--- src/rtl/cflog_link_pkg.sv ---
// Shared definitions for the byte-serial CFLog link (receiver and transmitter sides).
package cflog_link_pkg;

  typedef enum logic [2:0] {
    IDLE,
    LEN_LO,
    LEN_HI,
    DATA_LO,
    DATA_HI,
    DONE,
    ERR
  } rx_state_t;

  localparam logic [15:0] DEF_MAX_WORDS = 16'd1024;
  localparam logic [19:0] DEF_GAP_LIMIT = 20'h3FFFF;

  // Every multi-byte field on the link travels low byte first.
  localparam bit LO_FIRST = 1'b1;

  function automatic logic [15:0] packWord(input logic [7:0] firstByte,
                                           input logic [7:0] secondByte);
    return LO_FIRST ? {secondByte, firstByte} : {firstByte, secondByte};
  endfunction

endpackage

--- src/rtl/rx_gap_timer.sv ---
// Saturating idle-cycle counter; flags expiry once the count reaches LIMIT.
module rx_gap_timer #(
  parameter logic [19:0] LIMIT = 20'h3FFFF
) (
  input  logic mclk,
  input  logic puc_rst,
  input  logic i_clear,
  input  logic i_enable,
  output logic o_expired
);

  logic [19:0] r_count;

  always_ff @(posedge mclk or posedge puc_rst) begin
    if (puc_rst) begin
      r_count <= 20'd0;
    end else if (i_clear) begin
      r_count <= 20'd0;
    end else if (i_enable && (r_count != LIMIT)) begin
      r_count <= r_count + 20'd1;
    end
  end

  assign o_expired = (r_count == LIMIT);

endmodule

--- src/rtl/cflog_rx_assembler.sv ---
// Reassembles CFLog byte strobes into length-prefixed frames of 16-bit words
// and streams each data word into a word-addressed log buffer.
module cflog_rx_assembler
  import cflog_link_pkg::*;
#(
  parameter logic [15:0] MAX_WORDS = DEF_MAX_WORDS,
  parameter logic [19:0] GAP_LIMIT = DEF_GAP_LIMIT
) (
  input  logic        mclk,
  input  logic        puc_rst,
  input  logic        arm,
  input  logic        rx_valid,
  input  logic [7:0]  rx_byte,
  output logic        wr_en,
  output logic [15:0] wr_idx,
  output logic [15:0] wr_data,
  output logic        busy,
  output logic        done,
  output logic        err,
  output logic [15:0] words_rcvd
);

  rx_state_t   r_state;
  rx_state_t   w_next;
  logic [7:0]  r_lo;
  logic [15:0] r_len;
  logic [15:0] r_words;
  logic        r_wrEn;
  logic [15:0] r_wrIdx;
  logic [15:0] r_wrData;
  logic        r_done;
  logic        w_active;
  logic        w_full;
  logic        w_accept;
  logic        w_write;
  logic        w_expired;
  logic [15:0] w_rxWord;

  // The cycle after the final write is spent in DATA_LO with the frame full,
  // so done lands one cycle behind the last wr_en; bytes there are dropped.
  assign w_active = (r_state == LEN_LO) || (r_state == LEN_HI) ||
                    (r_state == DATA_LO) || (r_state == DATA_HI);
  assign w_full   = (r_state == DATA_LO) && (r_words == r_len);
  assign w_accept = rx_valid && !arm && w_active && !w_full;
  assign w_rxWord = packWord(r_lo, rx_byte);

  rx_gap_timer #(.LIMIT(GAP_LIMIT)) u_gapTimer (
    .mclk      (mclk),
    .puc_rst   (puc_rst),
    .i_clear   (arm || w_accept),
    .i_enable  (w_active),
    .o_expired (w_expired)
  );

  always_ff @(posedge mclk or posedge puc_rst) begin
    if (puc_rst) begin
      r_state <= IDLE;
    end else begin
      r_state <= w_next;
    end
  end

  always_comb begin
    w_next  = r_state;
    w_write = 1'b0;
    if (arm) begin
      w_next = LEN_LO;
    end else begin
      case (r_state)
        LEN_LO: begin
          if (w_accept)       w_next = LEN_HI;
          else if (w_expired) w_next = ERR;
        end
        LEN_HI: begin
          if (w_accept) begin
            if (w_rxWord == 16'd0)           w_next = DONE;
            else if (w_rxWord > MAX_WORDS)   w_next = ERR;
            else                             w_next = DATA_LO;
          end else if (w_expired) begin
            w_next = ERR;
          end
        end
        DATA_LO: begin
          if (w_full)         w_next = DONE;
          else if (w_accept)  w_next = DATA_HI;
          else if (w_expired) w_next = ERR;
        end
        DATA_HI: begin
          if (w_accept) begin
            w_next  = DATA_LO;
            w_write = 1'b1;
          end else if (w_expired) begin
            w_next = ERR;
          end
        end
        default: ;
      endcase
    end
  end

  always_ff @(posedge mclk or posedge puc_rst) begin
    if (puc_rst) begin
      r_lo     <= 8'd0;
      r_len    <= 16'd0;
      r_words  <= 16'd0;
      r_wrEn   <= 1'b0;
      r_wrIdx  <= 16'd0;
      r_wrData <= 16'd0;
      r_done   <= 1'b0;
    end else begin
      r_wrEn <= w_write;
      r_done <= (w_next == DONE) && (r_state != DONE);
      if (arm) begin
        r_words <= 16'd0;
      end else if (w_write) begin
        r_words  <= r_words + 16'd1;
        r_wrIdx  <= r_words;
        r_wrData <= w_rxWord;
      end
      if (w_accept && ((r_state == LEN_LO) || (r_state == DATA_LO))) begin
        r_lo <= rx_byte;
      end
      if (w_accept && (r_state == LEN_HI)) begin
        r_len <= w_rxWord;
      end
    end
  end

  assign wr_en      = r_wrEn;
  assign wr_idx     = r_wrIdx;
  assign wr_data    = r_wrData;
  assign busy       = w_active;
  assign done       = r_done;
  assign err        = (r_state == ERR);
  assign words_rcvd = r_words;

endmodule
--- config.mk ---
export PLATFORM = sky130hd
export DESIGN_NAME = cflog_rx_assembler
export DESIGN_NICKNAME = d
export VERILOG_FILES = /design/src/rtl/cflog_link_pkg.sv /design/src/rtl/rx_gap_timer.sv /design/src/rtl/cflog_rx_assembler.sv
export SDC_FILE = /design/constraint.sdc
export NUM_CORES = 1
export LEC_CHECK = 0
export BUFFER_PORTS_ARGS = -buffer_cell sky130_fd_sc_hd__buf_2
export CAP_MARGIN = 20
export CORE_ASPECT_RATIO = 1.2
export CORE_MARGIN = 2
export CORE_UTILIZATION = 40
export DETAILED_ROUTE_END_ITERATION = 7
export PLACE_DENSITY = 0.62
export SLEW_MARGIN = 10
export SYNTH_ARGS = -nofsm -noshare
export SYNTH_HDL_FRONTEND = slang
export SYNTH_SLANG_ARGS = --single-unit
--- constraint.sdc ---
create_clock -name mclk -period 3.2 [get_ports mclk]
set_input_delay 0.48 -clock mclk [delete_from_list [all_inputs] [get_ports mclk]]
set_output_delay 0.48 -clock mclk [all_outputs]
set_load 0.005 [all_outputs]
* Word level (Yosys, flattened, before mapping)
Index checks and enable logic that the tools add are counted.
** Operators by class
- Add/sub/neg operators :: 2
- Magnitude comparators :: 1
- Equal/unequal tests :: 10
- Mux-type cells :: 17
- Bitwise logic cells :: 1
- Reduce and logical (&&, ||, !) cells :: 19
** Operators by type and width (number)
- $mux W20 :: 2
- $mux W16 :: 2
- $mux W3 :: 9
- $add A20 B1 Y20 const B :: 1
- $eq A20 B18 Y1 const B :: 1
- $ne A20 B18 Y1 const B :: 1
- $add A16 B1 Y16 const B :: 1
- $eq A16 B16 Y1 :: 1
- $gt A16 B11 Y1 const B :: 1
- $logic_not A16 Y1 :: 1
- $pmux W3 S4 :: 1
- $eq A3 B3 Y1 const B :: 3
- $logic_and A1 B1 Y1 :: 8
- $eq A3 B2 Y1 const B :: 2
- $logic_or A1 B1 Y1 :: 5
- $reduce_bool A2 Y1 :: 2
- $eq A3 B1 Y1 const B :: 1
- $mux W1 :: 3
- $ne A3 B3 Y1 const B :: 1
- $logic_not A1 Y1 :: 2
- $reduce_and A2 Y1 :: 1
- $not A1 Y1 :: 1
** Word-level totals
- Register bits after elaboration :: 97
- Input bits :: 12
- Output and inout bits :: 52
- Logic and storage cells :: 59

* Logic depth before layout (Yosys ltp)
- Word-level depth :: 12
- Mapped depth :: 9
- Gate-level depth less buffers :: 7

* Hierarchy
A second synthesis with hierarchy kept.
** Second synthesis, totals
- Cells, all modules :: 463
- Area, all modules :: 4569.4 um^2
** By module, submodules not included
- cflog_rx_assembler :: instances 1, cells each 346, area each 3454.6 um^2, seq. area each 1926.8 um^2
- rx_gap_timer :: instances 1, cells each 117, area each 1114.8 um^2, seq. area each 500.5 um^2

* Worst setup path before layout
Ideal clock, no wire load.
- Path type :: register to register
- From :: register r_words[14] (netlist: words_rcvd[14])
- To :: register r_len[0]
- Setup time :: 125 ps
- Arrival :: 2085 ps
- Data required time :: 3075 ps
- Path slack :: 990 ps
- Cell stages (with the launch flop) :: 9
- Path buffers :: 2
- Clock period less this slack :: 2210 ps
- Cell sequence :: dfrtp_1 xor2_1 nor4_1 nand3_1 nor4_4 or4_1 buf_6 buf_12 mux2_4
** Between the ends
- Longest elaborated chain between the ends :: 5
** Ends and longest elaborated chain
- from (decl) :: RTL line cflog_rx_assembler.sv:27 : logic [15:0] r_words;
- from (signal assigned) :: RTL line cflog_rx_assembler.sv:116 : r_words <= r_words + 16'd1;
- $eq A16 B16 Y1 :: RTL line cflog_rx_assembler.sv:43 : assign w_full = (r_state == DATA_LO) && (r_words == r_len);
- $logic_and A1 B1 Y1 :: RTL line cflog_rx_assembler.sv:43
- $logic_not A1 Y1 :: RTL line cflog_rx_assembler.sv:44 : assign w_accept = rx_valid && !arm && w_active && !w_full;
- $logic_and A1 B1 Y1 :: RTL line cflog_rx_assembler.sv:44
- $logic_and A1 B1 Y1 :: RTL line cflog_rx_assembler.sv:123 : if (w_accept && (r_state == LEN_HI)) begin
- to (signal assigned) :: RTL line cflog_rx_assembler.sv:124 : r_len <= w_rxWord;
- to (decl) :: RTL line cflog_rx_assembler.sv:26 : logic [15:0] r_len;
No other way between the ends.
A chain may end at the register's enable or synchronous reset.

* Worst setup path in the final report
- From :: register r_words[1] (netlist: words_rcvd[1])
- To :: register r_len[10]
The elaborated chain is that of the path after synthesis.

==> flow_summary.json <==
{
  "cts.clk_slew.worst_paths_ns": 0.07,
  "critPathMaxStageDelay_ns": 0.48,
  "yosysTopAreaCellShare_pct": 53.4,
  "yosys-top-cells-count": "112 x nand2_1, 97 x dfrtp_1, 35 x nor2_1",
  "p_leak_nw": 2.68,
  "via_per_inst": 5.20,
  "antenna_found_initial": 0,
  "clkSinkCount": 97,
  "grt_first_pass_wirelength_um": 16900,
  "ys_types": 50,
  "ys.flop_type": "dfrtp_1",
  "syn_nets": 466,
  "synthCells": 452,
  "cts_buffer_depth": 2,
  "initial_core_util_pct": 41.2,
  "drtIter0Drc": 258,
  "wirelength_um": 10300,
  "vdd_drop_max_uv": 330,
  "tightest_slew_ns": 0.637,
  "cp_max_fo": 16,
  "ff_latch_area_sq_um": 2430,
  "critPathBufInv": 1,
  "fillCellCount": 1028,
  "final_max_slew_viol_count": 0,
  "dr.pass1.iters": 4,
  "crit_path_end_kind": "flip-flop",
  "die-width_um": 101,
  "cp_top_family": "simple AND/OR/NAND/NOR gates",
  "core_sq_um": 11000,
  "final_layout_size_suffix_gt1_share_pct": 23.3,
  "timing.final.crit_share_pct": 80.4,
  "vias": 3383,
  "status": "finished, final reports clean",
  "post_cts_buffers": 0,
  "tns_ns": 0,
  "worstPathRequired_ns": 3.43,
  "async_flop_share_pct": 100,
  "cts_resized": 0,
  "seq_area_frac_synth_pct": 53.4,
  "ant_nets": 0,
  "grt.overflow.total": 0,
  "timing.fmax_mhz": 389,
  "grt.total_usage_pct": 17.8,
  "cellPowerDensity_nw_per_um2": 655,
  "nets": 528,
  "clk_latency_ns": 0.34,
  "pre_cts_slack_ns": 0.642,
  "p_total_w": 0.00346,
  "holdBufCountCts": 0,
  "drv_cap": 0,
  "holdWs_ns": 0.176,
  "drc_errors": 0,
  "min_path_type": "in2async",
  "fin_crit_ns": 2.57,
  "htreeDepth": 3,
  "routabilityCongestion": 0.830,
  "synth_edf_count": 0,
  "first_global_vias": 3299,
  "syn_area_sq_um": 4550,
  "slowest_stage": "dfrtp_1",
  "dp_hpwl_um": 7210,
  "cts_made_buffers": 9,
  "multi_input_area_sq_um": 1980,
  "row_count": 42,
  "grt_max_degree": 59,
  "syn_avg_cell_area_sq_um": 10.1,
  "cts_tree": "done",
  "ff2ff_path_depth": 7,
  "crit_type": "reg2reg",
  "rsz0062_at_grt": "no",
  "crit_chain": "xor2_1 > nor4_1 > nand3_1 > nor4_4 > or4_1 > buf_4 > mux2_2",
  "area_growth_pct": 16.3,
  "ys_warn_count": 0,
  "routedWlPerCell_um": 15.8,
  "synth.largest_area_cell": "dfrtp_1",
  "n_antenna_cell": 0,
  "setup_viol": 0,
  "synth.area.top_cells": "dfrtp_1 53%, nand2_1 9.2%, xnor2_1 4.2%",
  "path_depth": 7,
  "cts_root_buffer": "clkbuf_16",
  "ios": 64,
  "yosysMostFrequentCell": "nand2_1",
  "worstSetupStartpointType": "flip-flop",
  "io_buffers": 63,
  "fin_ws_ns": 0.627,
  "skew_ns": 0.00588,
  "ys_seq_elements": 97,
  "final-hold-violation-count": 0,
  "worstPathArrival_ns": 2.80,
  "fp.dieH_um": 121,
  "max_slew_margin_pct": 57.4,
  "dieArea_sq_um": 12200
}
[worst reg2reg max path, cell delays in order, from the launching register on]
cell and delay [ns]:
dfrtp_1 0.48, xor2_1 0.22, nor4_1 0.23, nand3_1 0.24, nor4_4 0.48, or4_1 0.17, buf_4 0.27, mux2_2 0.37
[path summary, 6_finish.rpt]
path                                      startpoint  slack, ns                                 to
min reg2reg                    wr_idx[5]$_DFFE_PP0P_       0.47              wr_idx[5]$_DFFE_PP0P_
max                        words_rcvd[1]$_DFFE_PP0P_       0.63              r_len[10]$_DFFE_PP0P_
max reg2reg                words_rcvd[1]$_DFFE_PP0P_       0.63              r_len[10]$_DFFE_PP0P_
min in group mclk                         rx_byte[0]       0.41             wr_data[8]$_DFFE_PP0P_
max in group asynchronous                    puc_rst       2.33            wr_data[15]$_DFFE_PP0P_
min                                          puc_rst       0.18  u_gapTimer.r_count[2]$_DFFE_PP0P_
[state kept, by name, indices dropped and copies added, names as in the netlist]
register / count
wr_idx: 16
u_gapTimer.r_count: 20
r_lo: 8
words_rcvd: 16
r_state: 3
wr_data: 16
wr_en: 1
r_len: 16
done: 1
[logic make-up after synthesis]
group	after synthesis	share of synthesized area, %
flops	97	53.4
compound gates	37	5.01
mux	26	7.21
xor+xnor	42	8.09
fa+ha+maj	2	0.550
simple gates	220	22.6
buf+inv	28	3.19
[final cells by class]
class | instances | share of cell area, %
clock buffers | 9 | 4.26
repair buffers | 70 | 7.19
well taps | 132 | 3.12
flip-flops and latches | 97 | 45.9
multi-input cells | 327 | 37.4
inverters | 9 | 0.686
clock inverters | 7 | 1.47
[report_power, final]
group | internal, W | total, W | switching (W)
clock | 0.000616 | 0.00110 | 0.000487
sequential | 0.00147 | 0.00167 | 0.000203
combinational | 0.000359 | 0.000688 | 0.000329
[stage by stage]
| step | cell area (sq um) | std cells | util (%) |
|---|---|---|---|
| 6_report | 5290 | 651 | 47.9 |
| 3_3_place_gp | 4980 | 635 | 45.2 |
| 2_1_floorplan | 4550 | 452 | - |
| 5_1_grt | 5290 | 651 | 47.9 |
| 3_5_place_dp | 4980 | 635 | 45.2 |
| 4_1_cts | 5290 | 651 | 47.9 |
[per-layer routing]
| layer | GRT usage (%) | vias to the layer above | share of wire [%] |
|---|---|---|---|
| met4 | 5.74 | 0 | 1.6 |
| met2 | 29.3 | 68 | 51 |
| met1 | 23.0 | 1663 | 44 |
| li1 | - | 1641 | - |
| met3 | 4.28 | 11 | 3.2 |
| met5 | 0 | - | 0 |
[cell usage in the layout, fill, tap and decap left out, drive strengths merged, types with 2 or more instances in the layout]
cell,n
nand2,112
and3b,2
a211oi,2
o21ai,17
or3,10
mux2i,2
dfrtp,97
xor2,20
xnor2,22
ha,2
a31oi,2
clkbuf,9
and4,3
nor2,35
nor2b,2
buf,70
mux2,24
nand3,19
nand4,6
clkinv,4
nor4,6
inv,11
o31a,2
a21oi,10
and3,10
nor3,7
Power figures use the tool's default switching activity.
